File: config.mk
export PLATFORM = sky130hd
export DESIGN_NAME = mem_arbiter
export DESIGN_NICKNAME = d
export VERILOG_FILES = /design/src/rtl/ypu_pkg.sv /design/src/rtl/mem_byte_seq.sv /design/src/rtl/mem_arbiter.sv
export SDC_FILE = /design/constraint.sdc
export NUM_CORES = 1
export LEC_CHECK = 0
export CAP_MARGIN = 20
export CORE_ASPECT_RATIO = 0.8
export CORE_UTILIZATION = 45
export DETAILED_ROUTE_END_ITERATION = 8
export PLACE_DENSITY = 0.79
export SYNTH_ARGS = -nofsm -noshare
export SYNTH_HDL_FRONTEND = slang
export SYNTH_SLANG_ARGS = --single-unit
export TNS_END_PERCENT = 100
File: constraint.sdc
create_clock -name clk -period 5.33 [get_ports clk]
set_input_delay 0.7995 -clock clk [delete_from_list [all_inputs] [get_ports clk]]
set_output_delay 0.7995 -clock clk [all_outputs]
set_load 0.1 [all_outputs]
File: src/rtl/ypu_pkg.sv
// Shared encodings for the memory arbiter: FSM states, load/store size codes,
// grant tracking and the default I/O base address.
package ypu_pkg;

  localparam int unsigned ADDR_W = 32;
  localparam int unsigned DATA_W = 32;
  localparam int unsigned CNT_W  = 3;

  localparam logic [ADDR_W-1:0] IO_BASE_DEF = 32'h0003_0000;

  typedef enum logic [1:0] {
    IDLE  = 2'd0,
    IF_RD = 2'd1,
    LS_RD = 2'd2,
    LS_WR = 2'd3
  } arb_state_t;

  typedef enum logic [1:0] {
    SIZE_B = 2'd0,
    SIZE_H = 2'd1,
    SIZE_W = 2'd2
  } ls_size_t;

  typedef enum logic {
    GRANT_IF = 1'b0,
    GRANT_LS = 1'b1
  } grant_t;

  // Byte count of a load/store; the unused code 3 is treated as a word.
  function automatic logic [CNT_W-1:0] size_bytes(input logic [1:0] size);
    case (size)
      SIZE_B:  return 3'd1;
      SIZE_H:  return 3'd2;
      default: return 3'd4;
    endcase
  endfunction

endpackage

File: src/rtl/mem_byte_seq.sv
// Byte sequencer: holds the transaction base address and write data, counts
// bytes, and assembles read bytes little-endian.
module mem_byte_seq
  import ypu_pkg::*;
(
  input  logic              clk,
  input  logic              rst,
  input  logic              load,
  input  logic              adv,
  input  logic              cap,
  input  logic [ADDR_W-1:0] addr_in,
  input  logic [DATA_W-1:0] wdata_in,
  input  logic [7:0]        din,
  output logic [CNT_W-1:0]  cnt,
  output logic [ADDR_W-1:0] addr,
  output logic [7:0]        wbyte,
  output logic [DATA_W-1:0] asm_data
);

  logic [ADDR_W-1:0] base;
  logic [DATA_W-1:0] wdata;
  logic [DATA_W-1:0] asm_q;
  logic [1:0]        lane;

  // Byte arriving on din belongs to the address issued one count earlier.
  assign lane = 2'(cnt - 3'd1);

  // Latch the transaction at grant, then advance and capture per byte.
  always_ff @(posedge clk or posedge rst) begin
    if (rst) begin
      base  <= '0;
      wdata <= '0;
      asm_q <= '0;
      cnt   <= '0;
    end else if (load) begin
      base  <= addr_in;
      wdata <= wdata_in;
      asm_q <= '0;
      cnt   <= '0;
    end else begin
      if (cap) asm_q[{lane, 3'b000} +: 8] <= din;
      if (adv) cnt <= cnt + 3'd1;
    end
  end

  // Assembled word including the byte currently on din (used for the last byte).
  always_comb begin
    asm_data = asm_q;
    if (cnt != 3'd0) asm_data[{lane, 3'b000} +: 8] = din;
  end

  assign addr  = base + 32'(cnt);
  assign wbyte = wdata[{cnt[1:0], 3'b000} +: 8];

endmodule

File: src/rtl/mem_arbiter.sv
// Round-robin arbiter between instruction fetch and load/store onto a
// byte-wide RAM port. Optional statistics counters under MEM_ARB_STAT_EN.
module mem_arbiter
  import ypu_pkg::*;
#(
  parameter logic [ADDR_W-1:0] IO_BASE = IO_BASE_DEF
) (
  input  logic              clk,
  input  logic              rst,
  input  logic              rdy,
  input  logic              clr,
  input  logic              if_req,
  input  logic [ADDR_W-1:0] if_addr,
  output logic              if_done,
  output logic [DATA_W-1:0] if_data,
  input  logic              ls_req,
  input  logic              ls_we,
  input  logic [1:0]        ls_size,
  input  logic [ADDR_W-1:0] ls_addr,
  input  logic [DATA_W-1:0] ls_wdata,
  output logic              ls_done,
  output logic [DATA_W-1:0] ls_rdata,
  input  logic [7:0]        mem_din,
  output logic [7:0]        mem_dout,
  output logic [ADDR_W-1:0] mem_a,
  output logic              mem_wr,
  input  logic              io_buffer_full
`ifdef MEM_ARB_STAT_EN
  ,
  output logic [31:0]       stat_if_cnt,
  output logic [31:0]       stat_ls_cnt,
  output logic [31:0]       stat_stall_cnt
`endif
);

  arb_state_t        state;
  grant_t            last_grant;
  logic [CNT_W-1:0]  len;
  logic              is_io;

  logic              rd_busy;
  logic              can_grant;
  logic              grant_if;
  logic              grant_ls;
  logic              stall;
  logic              seq_load;
  logic              seq_adv;
  logic              seq_cap;
  logic [ADDR_W-1:0] seq_addr_in;
  logic [CNT_W-1:0]  seq_cnt;
  logic [ADDR_W-1:0] seq_addr;
  logic [7:0]        seq_wbyte;
  logic [DATA_W-1:0] seq_data;

  // Grant decision, stall detection and sequencer control.
  always_comb begin
    rd_busy     = (state == IF_RD) || (state == LS_RD);
    can_grant   = rdy && (state == IDLE) && !if_done && !ls_done;
    grant_if    = can_grant && if_req && (!ls_req || (last_grant == GRANT_LS));
    grant_ls    = can_grant && ls_req && !grant_if;
    stall       = (state == LS_WR) && is_io && io_buffer_full;
    seq_load    = grant_if || grant_ls;
    seq_addr_in = grant_if ? if_addr : ls_addr;
    seq_adv     = rdy && ((rd_busy && !clr && (seq_cnt != len)) ||
                          ((state == LS_WR) && !stall));
    seq_cap     = seq_adv && rd_busy && (seq_cnt != 3'd0);
  end

  // RAM port: write strobe is gated by rdy and the UART stall in the same cycle.
  assign mem_wr   = (state == LS_WR) && rdy && !stall;
  assign mem_a    = (state == IDLE) ? '0 : seq_addr;
  assign mem_dout = (state == LS_WR) ? seq_wbyte : 8'h00;

  mem_byte_seq u_seq (
    .clk      (clk),
    .rst      (rst),
    .load     (seq_load),
    .adv      (seq_adv),
    .cap      (seq_cap),
    .addr_in  (seq_addr_in),
    .wdata_in (ls_wdata),
    .din      (mem_din),
    .cnt      (seq_cnt),
    .addr     (seq_addr),
    .wbyte    (seq_wbyte),
    .asm_data (seq_data)
  );

  // Arbitration FSM with registered done pulses and read data.
  always_ff @(posedge clk or posedge rst) begin
    if (rst) begin
      state      <= IDLE;
      last_grant <= GRANT_LS;
      len        <= '0;
      is_io      <= 1'b0;
      if_done    <= 1'b0;
      ls_done    <= 1'b0;
      if_data    <= '0;
      ls_rdata   <= '0;
    end else if (rdy) begin
      if_done  <= 1'b0;
      ls_done  <= 1'b0;
      if_data  <= '0;
      ls_rdata <= '0;
      case (state)
        IDLE: begin
          if (grant_if) begin
            state      <= IF_RD;
            last_grant <= GRANT_IF;
            len        <= 3'd4;
            is_io      <= 1'b0;
          end else if (grant_ls) begin
            state      <= ls_we ? LS_WR : LS_RD;
            last_grant <= GRANT_LS;
            len        <= size_bytes(ls_size);
            is_io      <= (ls_addr >= IO_BASE);
          end
        end
        IF_RD: begin
          if (clr) begin
            state <= IDLE;
          end else if (seq_cnt == len) begin
            state   <= IDLE;
            if_done <= 1'b1;
            if_data <= seq_data;
          end
        end
        LS_RD: begin
          if (clr) begin
            state <= IDLE;
          end else if (seq_cnt == len) begin
            state    <= IDLE;
            ls_done  <= 1'b1;
            ls_rdata <= seq_data;
          end
        end
        LS_WR: begin
          if (!stall && (seq_cnt == 3'(len - 3'd1))) begin
            state   <= IDLE;
            ls_done <= 1'b1;
          end
        end
        default: state <= IDLE;
      endcase
    end
  end

`ifdef MEM_ARB_STAT_EN
  // Completed-transaction and I/O stall cycle counters, wrapping at 2^32.
  always_ff @(posedge clk or posedge rst) begin
    if (rst) begin
      stat_if_cnt    <= '0;
      stat_ls_cnt    <= '0;
      stat_stall_cnt <= '0;
    end else if (rdy) begin
      if ((state == IF_RD) && !clr && (seq_cnt == len))
        stat_if_cnt <= stat_if_cnt + 32'd1;
      if (((state == LS_RD) && !clr && (seq_cnt == len)) ||
          ((state == LS_WR) && !stall && (seq_cnt == 3'(len - 3'd1))))
        stat_ls_cnt <= stat_ls_cnt + 32'd1;
      if (stall)
        stat_stall_cnt <= stat_stall_cnt + 32'd1;
    end
  end
`endif

endmodule

; Yosys cells after proc, flatten, opt, wreduce, memory -nomap -nowiden
; Cells that the tools add are included.
[op_classes]
reduce_logical = 37
order_cmp = 1
n_eq_ne = 10
addsub = 5
n_shift = 3
muxes = 32
[op_table]
columns = operator, n
row1 = two-way mux 32 bit, 9
row2 = adder 32 x 3 -> 32 bit, 1
row3 = bitwise mux 32 bit, 1
row4 = >= comparator 32 x 18 -> 1 bit (second input constant), 1
row5 = variable shift 8 x 7 -> 32 bit (first input constant), 1
row6 = indexed part select 32 x 6 -> 8 bit, 1
row7 = indexed part select 8 x 7 -> 32 bit, 1
row8 = logical AND 1 bit, 18
row9 = two-way mux 3 bit, 4
row10 = two-way mux 2 bit, 5
row11 = two-way mux 1 bit, 9
row12 = two-way mux 8 bit, 1
row13 = negation 5 -> 7 bit, 1
row14 = equality test 3 bit, 2
row15 = zero test 1 bit, 6
row16 = case mux 2 bit (3 select lines), 1
row17 = case mux 3 bit (2 select lines), 1
row18 = nonzero test 2 bit, 3
row19 = equality test 2 x 1 -> 1 bit (second input constant), 2
row20 = equality test 2 bit (second input constant), 2
row21 = zero test 2 bit, 2
row22 = logical OR 1 bit, 4
row23 = AND reduction 4 bit, 1
row24 = adder 3 x 1 -> 3 bit (second input constant), 1
row25 = 10 further kinds, 10
[word_totals]
inputBits = 114
word_cells = 100
regBits = 172
output_inout_bits = 107

; Depth between registers and ports, before layout
[logic_depth]
depth_word = 11
depth_mapped = 10

; By module
; Synthesis repeated with hierarchy kept, for this count alone.
[unflattened]
cells_unflattened = 814
area_unflattened_um2 = 8921.1
[modules_own_cells]
columns = module, area_each_um2, n_inst, cells_per_inst
row1 = mem_byte_seq, 5311.3, 1, 521
row2 = mem_arbiter, 3609.7, 1, 293

; Worst setup path after synthesis
; Ideal clock, no wire load.
[synth_path]
path_type = register to output
from = reg u_seq.cnt[1]
to = out mem_a[24]
required_time_ns = 4.530
n_path_buf = 2
arrival_ns = 3.964
path_stages_with_launch = 9
setup_slack_ns = 0.567
cell_sequence = dfrtp_1 -> buf_1 -> inv_1 -> fa_1 -> nor2b_1 -> o2111ai_1 -> clkbuf_1 -> or4_1 -> a21oi_1
[synth_via]
elab_chain_len = 2
[synth_lines]
columns = element, line_no
row1 = from (decl), mem_byte_seq.sv:14  ; output logic [CNT_W-1:0] cnt,
row2 = from (signal assigned), mem_byte_seq.sv:42  ; if (adv) cnt <= cnt + 3'd1;
row3 = adder 32 x 3 -> 32 bit, mem_byte_seq.sv:52  ; assign addr = base + 32'(cnt);
row4 = two-way mux 32 bit, mem_arbiter.sv:71  ; assign mem_a = (state == IDLE) ? '0 : seq_addr;
row5 = to (decl), mem_arbiter.sv:25  ; output logic [ADDR_W-1:0] mem_a,
; No other way between the ends.

; Final worst setup path
[layout_path]
from = reg u_seq.cnt[2]
to = out mem_a[31]
; Same word-level chain as after synthesis.

==> metrics.md <==
| Metric | Value |
|---|---|
| Placed cell area | 0.01127 mm2 |
| Yosys top cell area share | 48.26% |
| Distinct cells, synth | 65 |
| Worst path required time | between 4 and 5 ns |
| Yosys warnings | 0 |
| Rel. slew slack | 31.36% |
| Area grow syn2layout | 33.76% |
| HPWL Detailed | 16960 um |
| Row Count | 45 |
| Die area | 0.02027 mm2 |
| Sequential area share after synthesis | 48.56% |
| GRT Total Usage | 24.05% |
| Clock Skew | 0.01159 ns |
| Outcome | complete, no violations |
| Number of global-route vias before repair | 7391 |
| Synthesized instance count | 947 |
| RSZ-0062 raised after global routing | no |
| Cell leakage power | 5.028 nW |
| Fmax | between 0.2 and 0.25 GHz |
| Post-route ant nets | 0 |
| GPL Wtd Cong | 0.8617 |
| #FFs+latches synth | about 170 |
| CP max stage cell | clkdlybuf4s50_1 |
| Final setup TNS | 0 ns |
| Area contributors post-synth | dfrtp_1 48%, nand2_1 7.2%, o22ai_1 6.1%, mux2i_1 3.7%, inv_1 3.4% |
| CORE AREA | 0.01914 mm2 |
| Vias | 7724 |
| Die W | around 160 um |
| CTS Hold Bufs | 0 |
| Min Tclk post-route | 4.582 ns |
| Pwr dens | 496.2 mW/mm2 |
| Die Y | 127.5 um |
| Final setup vio count | 0 |
| GRT overflow | 0 |
| Root Driver | clkbuf_16 |
| Hold Crit Depth | 2 |
| Maxcap violations | 0 |
| Worst VDD drop | 0.3153 mV |
| Wirelength per Cell | ~17 um |
| Vias/cell | 5.501 |
| Arrival @ worst endpoint | roughly 3.8 ns |
| Fill cells | 1563 |
| Hold Fails Final Rpt | 0 |
| Syn avg cell area | 9.362 um2 |
| CTS resizes | 0 |
| Initial Utilization | 46.31% |
| Area of the mapped netlist | 0.008866 mm2 |
| EDFF count, synth | 0 |
| Post-synth ARST share | 100.0% |
| Number of buffers added on ports | 220 |
| Reg-to-reg slack, setup | 2.29 ns |
| Synth area leader | dfrtp_1 |
| Post-layout power | 5.885 mW |
| DRT iter0 DRCs | 587 |
| Slew @ Worst Pin | between 1 and 1.5 ns |
| Reg area | 0.004305 mm2 |
| Total Routed Length | 24030 um |
| Top fanout value on the critical path | 18 |
| H-tree levels | 4 |
| Final #Nets | 1263 |
| Worst Setup End Kind | output pin |
| Multi-input logic area | 0.003991 mm2 |
| Residual DRC | 0 |
| Worst setup path category | reg -> out |
| CP Launch Type | flop |
| Crit path cell chain | ha_1 > o211ai_1 > or2_2 > nor4_1 > mux2_2 > clkdlybuf4s50_1 |
| I/O pins | approximately 220 |
| Initial antenna violation count | 0 |
| Synth Net Count | 1076 |
| Clk_lat worst skew | 0.42 ns |
| Detailed Routing Iterations Pass 1 | 7 |
| Clk buf depth | 2 |
| First-pass GRT wire length | between 30000 and 40000 um |
| Final non-filler cell area | 0.01186 mm2 |
| Largest net degree at the start of global routing | between 150 and 200 |
| Inserted Diodes | 0 |
| Hold Crit Class | reg -> reg |
| CTS clk-pin slew, worst paths | 0.06 ns |
| Max Slew Vio Count | 0 |
| CTS tree | built |
| Critical Path Max Stage Delay | 0.97 ns |
| Layout cells sized above 1 | 8.115% |
| Main synth FF type | dfrtp_1 |
| Sink Count | 172 |
| Post-CTS Setup Bufs | 0 |
| Tcrit/Tclk final | 85.96% |
| FF-to-FF path depth | 7 |
| Cts bufs inserted | 17 |
[placed cells by master (no fill, tap or decap), types with 17 or more instances in the layout]
cell,Yosys,layout
mux2i_1,33,33
o22ai_1,87,87
nand3_1,32,31
nor2_1,20,19
nor2b_1,17,17
buf_4,1,27
clkbuf_16,0,17
clkdlybuf4s50_1,0,199
o21ai_0,43,43
inv_1,81,80
a22oi_1,25,25
a21oi_1,26,26
nand2_1,171,171
dfrtp_1,171,171
[cell families (layout without fill, tap and decap cells)]
group	Yosys count	count (layout)	share of synthesized area (%)
simple gates	327	327	18.44
compound gates	226	226	16.22
flops	172	172	48.56
buf+inv	147	346	6.633
mux	46	46	6.393
fa+ha+maj	15	15	2.202
xor+xnor	14	14	1.552
[synth_stat cells (all sizes together) (2+ instances only)]
library cell	n
mux4	8
nand4b	2
o22ai	87
ha	14
nand4	11
mux2	5
or4	13
o21ai	44
buf	15
nor2	20
o2111ai	3
o31ai	15
nor4	10
and4	10
o211ai	4
a21boi	2
nor3	4
and3b	2
nor2b	17
nand2	171
or2	2
xor2	9
a22oi	25
a22o	8
and2	14
nand2b	2
dfrtp	171
xnor2	4
clkbuf	50
inv	81
a21oi	26
a211oi	2
or3	8
mux2i	33
and3	3
nand3	32
nor4b	3
[cell type report]
type	instances	area share, %
multi-input cells	628	33.66
repair buffers	234	19.73
clock buffers	21	3.798
flip-flops and latches	172	36.31
inverters	81	2.595
clock inverters	10	1.192
well taps	258	2.722
[critical path: cells and delay by family (launching register included)]
family / cells / cell delay [ns]
buffers and inverters: 1 / 0.97
AND/OR/NAND/NOR: 2 / 0.75
flip-flops: 1 / 0.69
adder cells (fa/ha/maj): 1 / 0.41
multiplexers: 1 / 0.37
AO/OA/AOI/OAI: 1 / 0.17
[worst paths after layout]
kind,startpoint,to
worst max-delay path,u_seq.cnt[2],mem_a[31]
worst min-delay path,u_seq.wdata[21],u_seq.wdata[21]
worst max register to register,state[0],u_seq.wdata[16]
worst min register to register,u_seq.wdata[21],u_seq.wdata[21]
max in group asynchronous,rst,ls_rdata[5]
min in group asynchronous,rst,ls_rdata[7]
[power by group]
group          total (mW)  internal (mW)  switching, mW
registers            1.83           1.58          0.251
logic                2.80          0.842           1.95
clock network        1.26          0.750          0.508
[sequential cells by signal, indices dropped and copies added (netlist names)]
| name | count |
|---|---|
| if_data | 32 |
| if_done | 1 |
| is_io | 1 |
| last_grant | 1 |
| len | 3 |
| ls_done | 1 |
| ls_rdata | 32 |
| state | 2 |
| u_seq.asm_q | 32 |
| u_seq.base | 32 |
| u_seq.cnt | 3 |
| u_seq.wdata | 32 |
[through the flow]
stage | hold WS, ns | utilization (%) | instances | setup WS [ns]
6_report | 0.4760 | 61.95 | 1404 | 0.7482
5_1_grt | 0.5009 | 61.95 | 1404 | 0.5475
4_1_cts | 0.4787 | 61.95 | 1404 | 0.7670
3_5_place_dp | 0.4611 | 58.86 | 1373 | 1.238
3_3_place_gp | 0.4526 | 58.86 | 1373 | 1.341
2_1_floorplan | 0.4403 | - | 947 | 0.5666
[routing by layer]
metal	up-vias	part of all wire [%]	GRT usage [%]
met5	-	0	0
met4	0	1.7	7.692
met3	26	5.2	5.487
met2	275	46	36.95
met1	3700	47	33.84
li1	3723	-	-
Power figures use the tool's default switching activity.
